## src/rtl/receive.sv

```systemverilog
// rtl/receive.sv - 8N1 serial receiver with mid-bit oversampling; framing-error reporting enabled by RECEIVE_FERR_EN
module receive #(
  parameter int OVERSAMPLE = 16,
  parameter int CNT_W      = 6
) (
  input  logic       clk,
  input  logic       rst,
  input  logic       receive_baud,
  input  logic       rxd,
  input  logic       receive_read_en,
  output logic [7:0] receive_read_line,
  output logic       rda,
  output logic       overrun
`ifdef RECEIVE_FERR_EN
  ,
  output logic       ferr
`endif
);

  localparam logic [CNT_W-1:0] TICK_MID  = CNT_W'(OVERSAMPLE / 2 - 1);
  localparam logic [CNT_W-1:0] TICK_LAST = CNT_W'(OVERSAMPLE - 1);

  typedef enum logic [1:0] {
    IDLE  = 2'd0,
    START = 2'd1,
    DATA  = 2'd2,
    STOP  = 2'd3
  } state_t;

  state_t           state_q;
  logic             rxd_meta_q;
  logic             rxd_s_q;
  logic [CNT_W-1:0] tick_cnt_q;
  logic [CNT_W-1:0] tick_cnt_d;
  logic [2:0]       bit_cnt_q;
  logic [7:0]       shift_q;
  logic [7:0]       shift_d;
  logic [7:0]       line_q;
  logic             rda_q;
  logic             overrun_q;
  logic             overrun_d;
  logic             accept_d;
`ifdef RECEIVE_FERR_EN
  logic             ferr_q;
`endif

  // Next-value helpers: LSB arrives first, so new bits enter at the top and move right.
  assign tick_cnt_d = tick_cnt_q + {{(CNT_W-1){1'b0}}, 1'b1};
  assign shift_d    = {rxd_s_q, shift_q[7:1]};
  // A completion while unread data is pending is an overrun, unless the consumer reads in the same cycle.
  assign overrun_d  = (overrun_q | rda_q) & ~receive_read_en;

`ifdef RECEIVE_FERR_EN
  // Frames with a bad stop bit are still delivered; ferr flags them.
  assign accept_d = 1'b1;
`else
  // Frames with a bad stop bit are dropped without touching the outputs.
  assign accept_d = rxd_s_q;
`endif

  // Two-flop synchronizer for the asynchronous line; idles high so reset looks like a quiet line.
  always_ff @(posedge clk) begin
    if (rst) begin
      rxd_meta_q <= 1'b1;
      rxd_s_q    <= 1'b1;
    end else begin
      rxd_meta_q <= rxd;
      rxd_s_q    <= rxd_meta_q;
    end
  end

  // Frame FSM with registered outputs; counters only advance on baud ticks.
  always_ff @(posedge clk) begin
    if (rst) begin
      state_q    <= IDLE;
      tick_cnt_q <= '0;
      bit_cnt_q  <= '0;
      shift_q    <= 8'h00;
      line_q     <= 8'h00;
      rda_q      <= 1'b0;
      overrun_q  <= 1'b0;
`ifdef RECEIVE_FERR_EN
      ferr_q     <= 1'b0;
`endif
    end else begin
      // A read clears the status flags; a completion below in the same cycle overrides.
      if (receive_read_en) begin
        rda_q     <= 1'b0;
        overrun_q <= 1'b0;
`ifdef RECEIVE_FERR_EN
        ferr_q    <= 1'b0;
`endif
      end

      if (receive_baud) begin
        case (state_q)
          IDLE: begin
            if (!rxd_s_q) begin
              state_q    <= START;
              tick_cnt_q <= '0;
            end
          end

          START: begin
            if (tick_cnt_q == TICK_MID) begin
              tick_cnt_q <= '0;
              if (rxd_s_q) begin
                // Line went back high before mid start bit: treat as noise.
                state_q <= IDLE;
              end else begin
                state_q   <= DATA;
                bit_cnt_q <= '0;
              end
            end else begin
              tick_cnt_q <= tick_cnt_d;
            end
          end

          DATA: begin
            if (tick_cnt_q == TICK_LAST) begin
              tick_cnt_q <= '0;
              shift_q    <= shift_d;
              bit_cnt_q  <= bit_cnt_q + 3'd1;
              if (bit_cnt_q == 3'd7) begin
                state_q <= STOP;
              end
            end else begin
              tick_cnt_q <= tick_cnt_d;
            end
          end

          STOP: begin
            if (tick_cnt_q == TICK_LAST) begin
              // Leave at mid stop bit so a back-to-back start edge is not missed.
              tick_cnt_q <= '0;
              state_q    <= IDLE;
              if (accept_d) begin
                line_q    <= shift_q;
                rda_q     <= 1'b1;
                overrun_q <= overrun_d;
`ifdef RECEIVE_FERR_EN
                ferr_q    <= ~rxd_s_q;
`endif
              end
            end else begin
              tick_cnt_q <= tick_cnt_d;
            end
          end

          default: begin
            state_q <= IDLE;
          end
        endcase
      end
    end
  end

  assign receive_read_line = line_q;
  assign rda               = rda_q;
  assign overrun           = overrun_q;
`ifdef RECEIVE_FERR_EN
  assign ferr              = ferr_q;
`endif

endmodule

```

## config.mk

```make
export PLATFORM = sky130hd
export DESIGN_NAME = receive
export DESIGN_NICKNAME = d
export VERILOG_FILES = /design/src/rtl/receive.sv
export SDC_FILE = /design/constraint.sdc
export NUM_CORES = 1
export LEC_CHECK = 0
export ABC_CLOCK_PERIOD_IN_PS = 2800
export BUFFER_PORTS_ARGS = -buffer_cell sky130_fd_sc_hd__buf_2
export CAP_MARGIN = 5
export CORE_MARGIN = 1
export CORE_UTILIZATION = 60
export DETAILED_ROUTE_END_ITERATION = 8
export PLACE_DENSITY = 0.81
export SLEW_MARGIN = 20
export SYNTH_ARGS = -nofsm -noshare
export SYNTH_HDL_FRONTEND = slang
export SYNTH_SLANG_ARGS = --single-unit
```

## constraint.sdc

```tcl
create_clock -name clk -period 2.8 [get_ports clk]
set_input_delay 0.14 -clock clk [delete_from_list [all_inputs] [get_ports clk]]
set_output_delay 0.14 -clock clk [all_outputs]
set_load 0.005 [all_outputs]
```

# == Word-level counts from Yosys, hierarchy flattened ==
# Index checks and enable logic that the tools add are counted.
# op_classes
add_sub_neg,2
eq_ne,12
n_mux,25
bitwise_logic,3
n_reduce_logical,8
# op_table
cell,count
2-to-1 mux 6 bit,3
one-hot mux 6 bit (3 select lines),1
2-to-1 mux 2 bit,6
inequality test 2 bit (second input constant),6
2-to-1 mux 1 bit,10
2-to-1 mux 3 bit,3
one-hot mux 2 bit (4 select lines),1
adder 6 x 1 -> 6 bit (second input constant),1
== test 6 x 3 -> 1 bit (second input constant),1
== test 6 x 4 -> 1 bit (second input constant),1
one-hot mux 3 bit (2 select lines),1
AND reduction 6 bit,1
AND reduction 5 bit,1
== test 2 bit (second input constant),2
AND reduction 4 bit,1
adder 3 x 1 -> 3 bit (second input constant),1
== test 3 bit (second input constant),1
AND reduction 3 bit,1
== test 2 x 1 -> 1 bit (second input constant),1
logical NOT 2 bit,1
AND reduction 2 bit,1
nonzero test 2 bit,1
OR reduction 2 bit,1
AND 1 bit,1
2 further kinds,2
# word_totals
register_bits,31
output_inout_bits,10

# == Longest topological paths before layout ==
# Gate-level depths: netlist (run 1).
# depth
depth_word,6
ltp_mapped,7
depth_no_buf,6

# == Worst setup path after synthesis (run 1) ==
# OpenSTA, ideal clock, no wires.
# synth_path
path_kind,flip-flop to flip-flop
from,reg tick_cnt_q[0]
to,reg shift_q[0]
setup_ps,128
t_arrival_ps,1599
path_slack_ps,1073
path_stages_with_launch,8
n_path_buf,2
period_less_slack_ps,1727
path_cell_list,dfxtp_1 -> ha_1 -> nand4bb_1 -> buf_2 -> nor4_1 -> buf_4 -> mux2i_1 -> nor2_1
# synth_between
elab_chain_cells,2
# synth_rtl
item,line,source
start: declaration,33,logic [CNT_W-1:0] tick_cnt_q;
start signal: assignment,115,tick_cnt_q <= tick_cnt_d;
start signal: assignment,128,tick_cnt_q <= tick_cnt_d;
start signal: assignment,146,tick_cnt_q <= tick_cnt_d;
== test 6 x 4 -> 1 bit,120,if (tick_cnt_q == TICK_LAST) begin
AND reduction 3 bit (no source line),--,
end signal: assignment,122,shift_q <= shift_d;
end: declaration,36,logic [7:0] shift_q;
# No other way between the ends.
# A chain may end at the register's enable or synchronous reset.

# == Worst setup path after layout (run 1) ==
# layout_path
from,reg tick_cnt_q[0]
to,reg line_q[1] (netlist: receive_read_line[1])
# layout_between
elab_chain_cells,2
# layout_rtl
item,line,source
== test 6 x 4 -> 1 bit,133,if (tick_cnt_q == TICK_LAST) begin
AND reduction 4 bit (no source line),--,
end signal: assignment,138,line_q <= shift_q;
end: declaration,38,logic [7:0] line_q;
# No other way between the ends.

==> results of run 1 <==
[layout make-up]
| type | instances | area, um2 |
|---|---|---|
| Multi-Input combinational cell | 105 | 664 |
| Sequential cell | 31 | 621 |
| Fill cell | 151 | 514 |
| Timing Repair Buffer | 18 | 105 |
| Clock buffer | 7 | 65.1 |
| Tap cell | 27 | 33.8 |
| Inverter | 3 | 11.3 |
| Clock inverter | 1 | 7.51 |
[cell usage after synthesis]
cell type and instances:
nor4_2 1, a22oi_1 2, a31oi_1 1, nand3b_1 1, a21oi_1 12, nor2b_1 1
nor3b_1 1, nand4bb_1 1, xor2_1 3, a211o_1 2, a41o_1 1, or3b_2 2
nor2_1 15, inv_1 3, clkbuf_2 2, nand4_1 1, nand2_1 23, nor3_1 1
dfxtp_1 31, o21ai_0 3, mux2i_1 11, nor4_1 1, or4_1 2, and2_1 2
a21bo_2 1, nand2b_1 2, o21ba_2 1, clkbuf_1 5, and3_1 2, xnor2_1 1
or4b_1 2, ha_1 3, nand3_1 3, buf_2 2, or2_2 2, o221ai_1 1
buf_4 1
[metrics by stage]
stage	worst slack [ps]	power, mW	instances
2_1_floorplan	1070	0.474	149
3_3_place_gp	884	0.479	182
3_5_place_dp	782	0.480	182
4_1_cts	784	0.776	192
5_1_grt	611	0.800	192
6_report	765	0.766	192
[worst min-delay path, cell delays in order]
cell,delay [ps]
buf_2,160
nand3_1,120
mux2i_1,80
[worst max-delay path by stage]
| stage | depth (start not counted) | start | end | slack, ps |
|---|---|---|---|---|
| final | 5 | tick_cnt_q[0]$_SDFFE_PP0P_ | receive_read_line[1]$_SDFFE_PP0P_ | 770 |
| after global placement | 5 | tick_cnt_q[0]$_SDFFE_PP0P_ | receive_read_line[2]$_SDFFE_PP0P_ | 880 |
| after CTS | 5 | tick_cnt_q[0]$_SDFFE_PP0P_ | receive_read_line[1]$_SDFFE_PP0P_ | 780 |
| after detailed placement | 5 | tick_cnt_q[0]$_SDFFE_PP0P_ | receive_read_line[2]$_SDFFE_PP0P_ | 780 |
| after global routing | 5 | tick_cnt_q[0]$_SDFFE_PP0P_ | receive_read_line[1]$_SDFFE_PP0P_ | 610 |
| after floorplan | 7 | tick_cnt_q[0]$_SDFFE_PP0P_ | shift_q[0]$_SDFFE_PP0P_ | 1070 |
[state kept, by name, indices dropped and copies added (netlist names), named ones only]
register / count
receive_read_line: 8
shift_q: 8
rda: 1
tick_cnt_q: 6
state_q: 1
rxd_meta_q: 1
overrun: 1
bit_cnt_q: 3
accept_d: 1
[power groups by stage]
stage / logic (mW) / registers (mW) / clock network, mW
4_1_cts: 0.0253 / 0.447 / 0.304
6_report: 0.0257 / 0.447 / 0.294
3_3_place_gp: 0.0220 / 0.457 / 0
5_1_grt: 0.0280 / 0.447 / 0.324
2_1_floorplan: 0.0186 / 0.455 / 0
3_5_place_dp: 0.0229 / 0.457 / 0
[kinds of logic after synthesis]
| group | synth area share, % |
|---|---|
| adder cells (fa/ha/maj) | 2.81 |
| XOR/XNOR | 2.62 |
| AO/OA/AOI/OAI | 11.4 |
| AND/OR/NAND/NOR | 24.2 |
| buffers and inverters | 4.31 |
| multiplexers | 8.24 |
| flip-flops | 46.4 |
[layer usage]
layer,GRT usage [%],vias to the layer above
li1,-,539
met1,28.6,480
met2,39.0,18
met3,10.6,0
met4,7.84,0
met5,0,-
[timing repair]
item | 4_1_cts | 5_1_grt
hold buffers | 2 | 0
setup endpoints to repair | 0 | 0
endpoints found under the hold margin | 2 | 0
buffers inserted | 0 | 0
==> reports/metrics.csv, run 1 <==
stage;metric;value;unit
placed_design;DP HPWL;1.70;mm
worst_hold_path;hold path start;receive_baud;
timing;f_max;491;MHz
pwr;internal power;0.600;mW
critical_path;CP Class;register to register;
clock_network;CTS tree;built;
global_routing;initial antenna violation count;0;
floorplan;Core Area;2020;um2
timing;Max Slew Vio Count;0;
yosys;mapped cell area;1340;um2
pwr;Reg power frac;58.3;%
route;DR vias/cell;5.40;
critical_path;RR Endpoint;receive_read_line[1]$_SDFFE_PP0P_;
route;Max Used Layer;met3;
cells_and_area;Syn-to-layout area delta;12.8;%
yosys;share of the synthesized area in the top cell type;46.4;%
floorplan;Die Width;49.2;um
yosys;flops & latches, synth;31;
timing;Worst Hold Margin;227;ps
floorplan;Core Rows;16;
timing;Worst Skew;10.3;ps
critical_path;CP arrival;2220;ps
cells_and_area;number of diodes;0;
route;final wirelength;2.54;mm
worst_hold_path;worst hold path cell count;3;
yosys;Synth Instances;149;
route;met3 routed WL;94;um
yosys;synthesized net count;157;
timing;worst slew pin tran;499;ps
cells_and_area;most frequent cells in the layout;31 x dfxtp_1, 23 x nand2_1, 15 x nor2_1;
timing;Final Hold Vio Count;0;
timing;RSZ-0062 raised after global routing;no;
global_routing;gr usage total;24.2;%
global_routing;vias in the first global route;1054;
cells_and_area;commonest non-fill, non-tap cell in the layout;dfxtp_1;
job;Maximum Capacitance Violations;0;
critical_path;Req. time, crit path;2990;ps
route;Via Count;1037;
cells_and_area;fraction of layout cells with a size suffix above 1;19.4;%
clock_network;CTS resizes;0;
route;final antenna-violating net count;0;
clock_network;cts bufs inserted;5;
route;met2 routed WL;1.26;mm
yosys;post-synth cell types;37;
route;wire length per cell;13.2;um
critical_path;Crit path buffers/inverters;0;
floorplan;starting density of the core;66.1;%
critical_path;Max FO, Critical Path;9;
clock_network;Bufs on Longest Clock Path;2;
cells_and_area;design area;1510;um2
timing;setup tns final;0;ps
route;met1 wire length;1.18;mm
timing;Slew HR;66.8;%
clock_network;H-tree depth;2;
placed_design;Placer Congestion;0.798;
global_routing;gr ovfl total;0;
cells_and_area;layout net count;172;
pwr;Comb pwr share;3.4;%
route;Remaining DRCs;0;
global_routing;largest net degree at the start of global routing;30;
yosys;sequential-to-total area share from yosys stat;46.4;%
worst_hold_path;Hold Path Class;input port to register;
clock_network;Clock Latency Late Sink;330;ps
pwr;Psw;0.166;mW
global_routing;global-route wire length before repair;4.38;mm
pwr;Lkg Pwr;0.568;nW
timing;Min Clock Period, post-route;2030;ps
cells_and_area;fin util;74.6;%
floorplan;die height;49.2;um
yosys;Syn Area/Cell;8.97;um2
placed_design;dpl cell area;1420;um2
critical_path;reg-to-reg startpoint;tick_cnt_q[0]$_SDFFE_PP0P_;
critical_path;slowest cell on the critical path;or4_1;
floorplan;num ports;15;
yosys;Synth Warn #;0;
critical_path;slowest stage delay, CP;770;ps
route;DR pass1 iterations;4;
critical_path;cell class contributing the biggest share of worst-path delay;simple AND/OR/NAND/NOR gates;
timing;part of the cycle the worst path needs;72.7;%
pwr;PwrDens;508;nW/um2
critical_path;ordered list of cells on the worst path;ha_1, nand4bb_1, or4_1, nand2_1, a21oi_1;
pwr;worst vdd ir;479;uV
run_status;status;finished, final reports clean;
route;Iter 0 DRT Violations;16;
clock_network;Sink Count;31;
pwr;Clock power frac;38.4;%
critical_path;r2r worst-path depth;5;
critical_path;r2r setup slk;770;ps
yosys;cell taking the most area after synthesis;dfxtp_1;
critical_path;startpoint type of the worst setup path;register;
placed_design;IO Port Bufs;14;
floorplan;Die Area;2420;um2
timing;count of final setup violators;0;
pwr;switching part of the total;21.7;%
clock_network;CTS Root Cell;clkbuf_4;
yosys;top cells by area, synth;dfxtp_1 46%, mux2i_1 8.2%, nand2_1 6.5%, a21oi_1 4.5%, nor2_1 4.2%;
clock_network;Clock Pin Slew Worst Setup and Hold Paths;90;ps
critical_path;Critical Path End Type;register;
Note: power is estimated with default switching activity, not from simulation.
==> run 2: changes to the inputs <==
--- a/config.mk
+++ b/config.mk
@@ -5,13 +5,13 @@
 export SDC_FILE = /design/constraint.sdc
 export NUM_CORES = 1
 export LEC_CHECK = 0
-export ABC_CLOCK_PERIOD_IN_PS = 2800
+export ABC_CLOCK_PERIOD_IN_PS = 2100
 export BUFFER_PORTS_ARGS = -buffer_cell sky130_fd_sc_hd__buf_2
 export CAP_MARGIN = 5
 export CORE_MARGIN = 1
-export CORE_UTILIZATION = 60
+export CORE_UTILIZATION = 56
 export DETAILED_ROUTE_END_ITERATION = 8
-export PLACE_DENSITY = 0.81
+export PLACE_DENSITY = 0.77
 export SLEW_MARGIN = 20
 export SYNTH_ARGS = -nofsm -noshare
 export SYNTH_HDL_FRONTEND = slang
==> constraint.sdc (replaced) <==
create_clock -name clk -period 2.1 [get_ports clk]
set_input_delay 0.105 -clock clk [delete_from_list [all_inputs] [get_ports clk]]
set_output_delay 0.105 -clock clk [all_outputs]
set_load 0.005 [all_outputs]
==> run 2 against run 1 <==
Cell count rose by 0.52%. Global-route usage down 2.7 points. Critical path depth stayed put. Critical path type unchanged. Largest cell class unchanged. Highest routed layer is now met4.
==> reports/metrics.csv, run 2 (synthesis gave the netlist of run 1 again) <==
stage;metric;value;unit
timing;Worst Skew;10.2;ps
floorplan;starting density of the core;59.8;%
run_status;status;finished, final reports clean;
floorplan;die height;50.9;um
timing;Slew HR;67.9;%
timing;f_max;496;MHz
cells_and_area;most frequent cells in the layout;31 x dfxtp_1, 23 x nand2_1, 15 x nor2_1;
critical_path;slowest cell on the critical path;or4_1;
pwr;worst vdd ir;577;uV
route;final antenna-violating net count;0;
route;Via Count;1053;
floorplan;num ports;15;
timing;Min Clock Period, post-route;2020;ps
critical_path;Req. time, crit path;2300;ps
critical_path;ordered list of cells on the worst path;ha_1, nand4bb_1, or4_1, nand2_1, a21oi_1;
clock_network;cts bufs inserted;5;
pwr;Psw;0.216;mW
clock_network;CTS Root Cell;clkbuf_4;
cells_and_area;layout net count;173;
cells_and_area;FF+latch area;621;um2
pwr;Comb pwr share;3.2;%
cells_and_area;Syn-to-layout area delta;13.4;%
global_routing;global-route wire length before repair;4.04;mm
cells_and_area;commonest non-fill, non-tap cell in the layout;dfxtp_1;
floorplan;Core Area;2230;um2
global_routing;vias in the first global route;938;
route;final wirelength;2.43;mm
placed_design;DP HPWL;1.65;mm
floorplan;Core Rows;17;
placed_design;dpl cells;184;
critical_path;startpoint type of the worst setup path;register;
critical_path;cell class contributing the biggest share of worst-path delay;simple AND/OR/NAND/NOR gates;
pwr;Reg power frac;55.9;%
clock_network;CTS resizes;0;
cells_and_area;Final Non-Filler Cells;193;
cells_and_area;footprint of the multi-input gates;664;um2
pwr;internal power;0.850;mW
clock_network;Sink Count;31;
critical_path;Max FO, Critical Path;9;
global_routing;initial antenna violation count;0;
placed_design;Placer Congestion;0.854;
timing;part of the cycle the worst path needs;96.0;%
pwr;total power;1.07;mW
clock_network;H-tree depth;2;
critical_path;Crit path buffers/inverters;0;
job;Maximum Capacitance Violations;0;
route;Iter 0 DRT Violations;21;
floorplan;Die Area;2590;um2
critical_path;slowest stage delay, CP;770;ps
critical_path;CP Class;register to register;
worst_hold_path;Hold Path Class;input port to register;
global_routing;gr ovfl total;0;
global_routing;gr usage total;21.5;%
route;wire length per cell;12.6;um
clock_network;Bufs on Longest Clock Path;2;
floorplan;Die Width;50.9;um
clock_network;Clock Pin Slew Worst Setup and Hold Paths;90;ps
timing;count of final setup violators;0;
clock_network;Clock Latency Late Sink;330;ps
timing;RSZ-0062 raised after global routing;yes;
route;Remaining DRCs;0;
placed_design;IO Port Bufs;14;
cells_and_area;number of fill cells;186;
route;DR pass1 iterations;4;
pwr;PwrDens;704;nW/um2
clock_network;CTS tree;built;
pwr;Lkg Pwr;0.574;nW
cells_and_area;fraction of layout cells with a size suffix above 1;18.8;%
timing;worst slew pin tran;481;ps
critical_path;Critical Path End Type;register;
global_routing;largest net degree at the start of global routing;30;
clock_network;postcts setup bufs;0;
route;DR vias/cell;5.46;
pwr;Clock power frac;41.0;%
pwr;switching part of the total;20.3;%
timing;Max Slew Vio Count;0;
critical_path;CP arrival;2220;ps
cells_and_area;number of diodes;0;
timing;Worst Hold Margin;191;ps
timing;Final Hold Vio Count;0;
-- run 2: worst paths after layout --
check                                   from                                end  slack [ps]  cells after the start
setup reg to reg  tick_cnt_q[0]$_SDFFE_PP0P_  receive_read_line[5]$_SDFFE_PP0P_          80                      5
hold / removal                  receive_baud                           register         190                      3
hold reg to reg        rxd_meta_q$_SDFF_PP1_                accept_d$_SDFF_PP1_         410                      1
setup / recovery  tick_cnt_q[0]$_SDFFE_PP0P_  receive_read_line[5]$_SDFFE_PP0P_          80                      5
-- run 2: layer usage --
| layer | vias up | part of all wire [%] | track usage [%] | wire, um |
|---|---|---|---|---|
| li1 | 542 | - | - | - |
| met1 | 483 | 47 | 25.7 | 1150 |
| met2 | 24 | 46 | 34.7 | 1130 |
| met3 | 4 | 5.1 | 7.14 | 123 |
| met4 | 0 | 1.2 | 10.2 | 29 |
| met5 | - | 0 | 0 | 0 |
-- run 2: area by class of cell --
| class | instances | area share [%] |
|---|---|---|
| tap | 28 | 2.31 |
| inverter | 3 | 0.743 |
| sequential | 31 | 41.0 |
| clock buffer | 6 | 2.73 |
| timing repair buffer | 19 | 7.43 |
| multi-input combinational | 105 | 43.8 |
| clock inverter | 1 | 1.98 |
-- run 2: power groups by stage --
stage | logic, mW | registers, mW | clock network, mW
floorplan | 0.0248 | 0.607 | 0
global placement | 0.0297 | 0.609 | 0
detailed placement | 0.0302 | 0.609 | 0
CTS | 0.0334 | 0.595 | 0.444
global route | 0.0369 | 0.596 | 0.473
finish | 0.0337 | 0.595 | 0.437
-- run 2: per-stage QoR --
step | setup WS, ps | utilization, % | TNS [ps] | instance area, um2
finish | 83.5 | 67.8 | 0 | 1520
global route | -120 | 67.8 | -752 | 1520
CTS | 77.8 | 67.8 | 0 | 1520
detailed placement | 76.1 | 63.8 | 0 | 1420
global placement | 178 | 63.8 | 0 | 1420
floorplan | 373 | - | 0 | 1340
-- run 2: repair_timing --
item | CTS | global route
setup endpoints to repair | 0 | 9
hold buffers | 2 | 0
endpoints found under the hold margin | 2 | 0
-- run 2: worst min-delay path, cell delays in order --
cell,delay (ps)
buf_2,160
nand3_1,110
mux2i_1,80
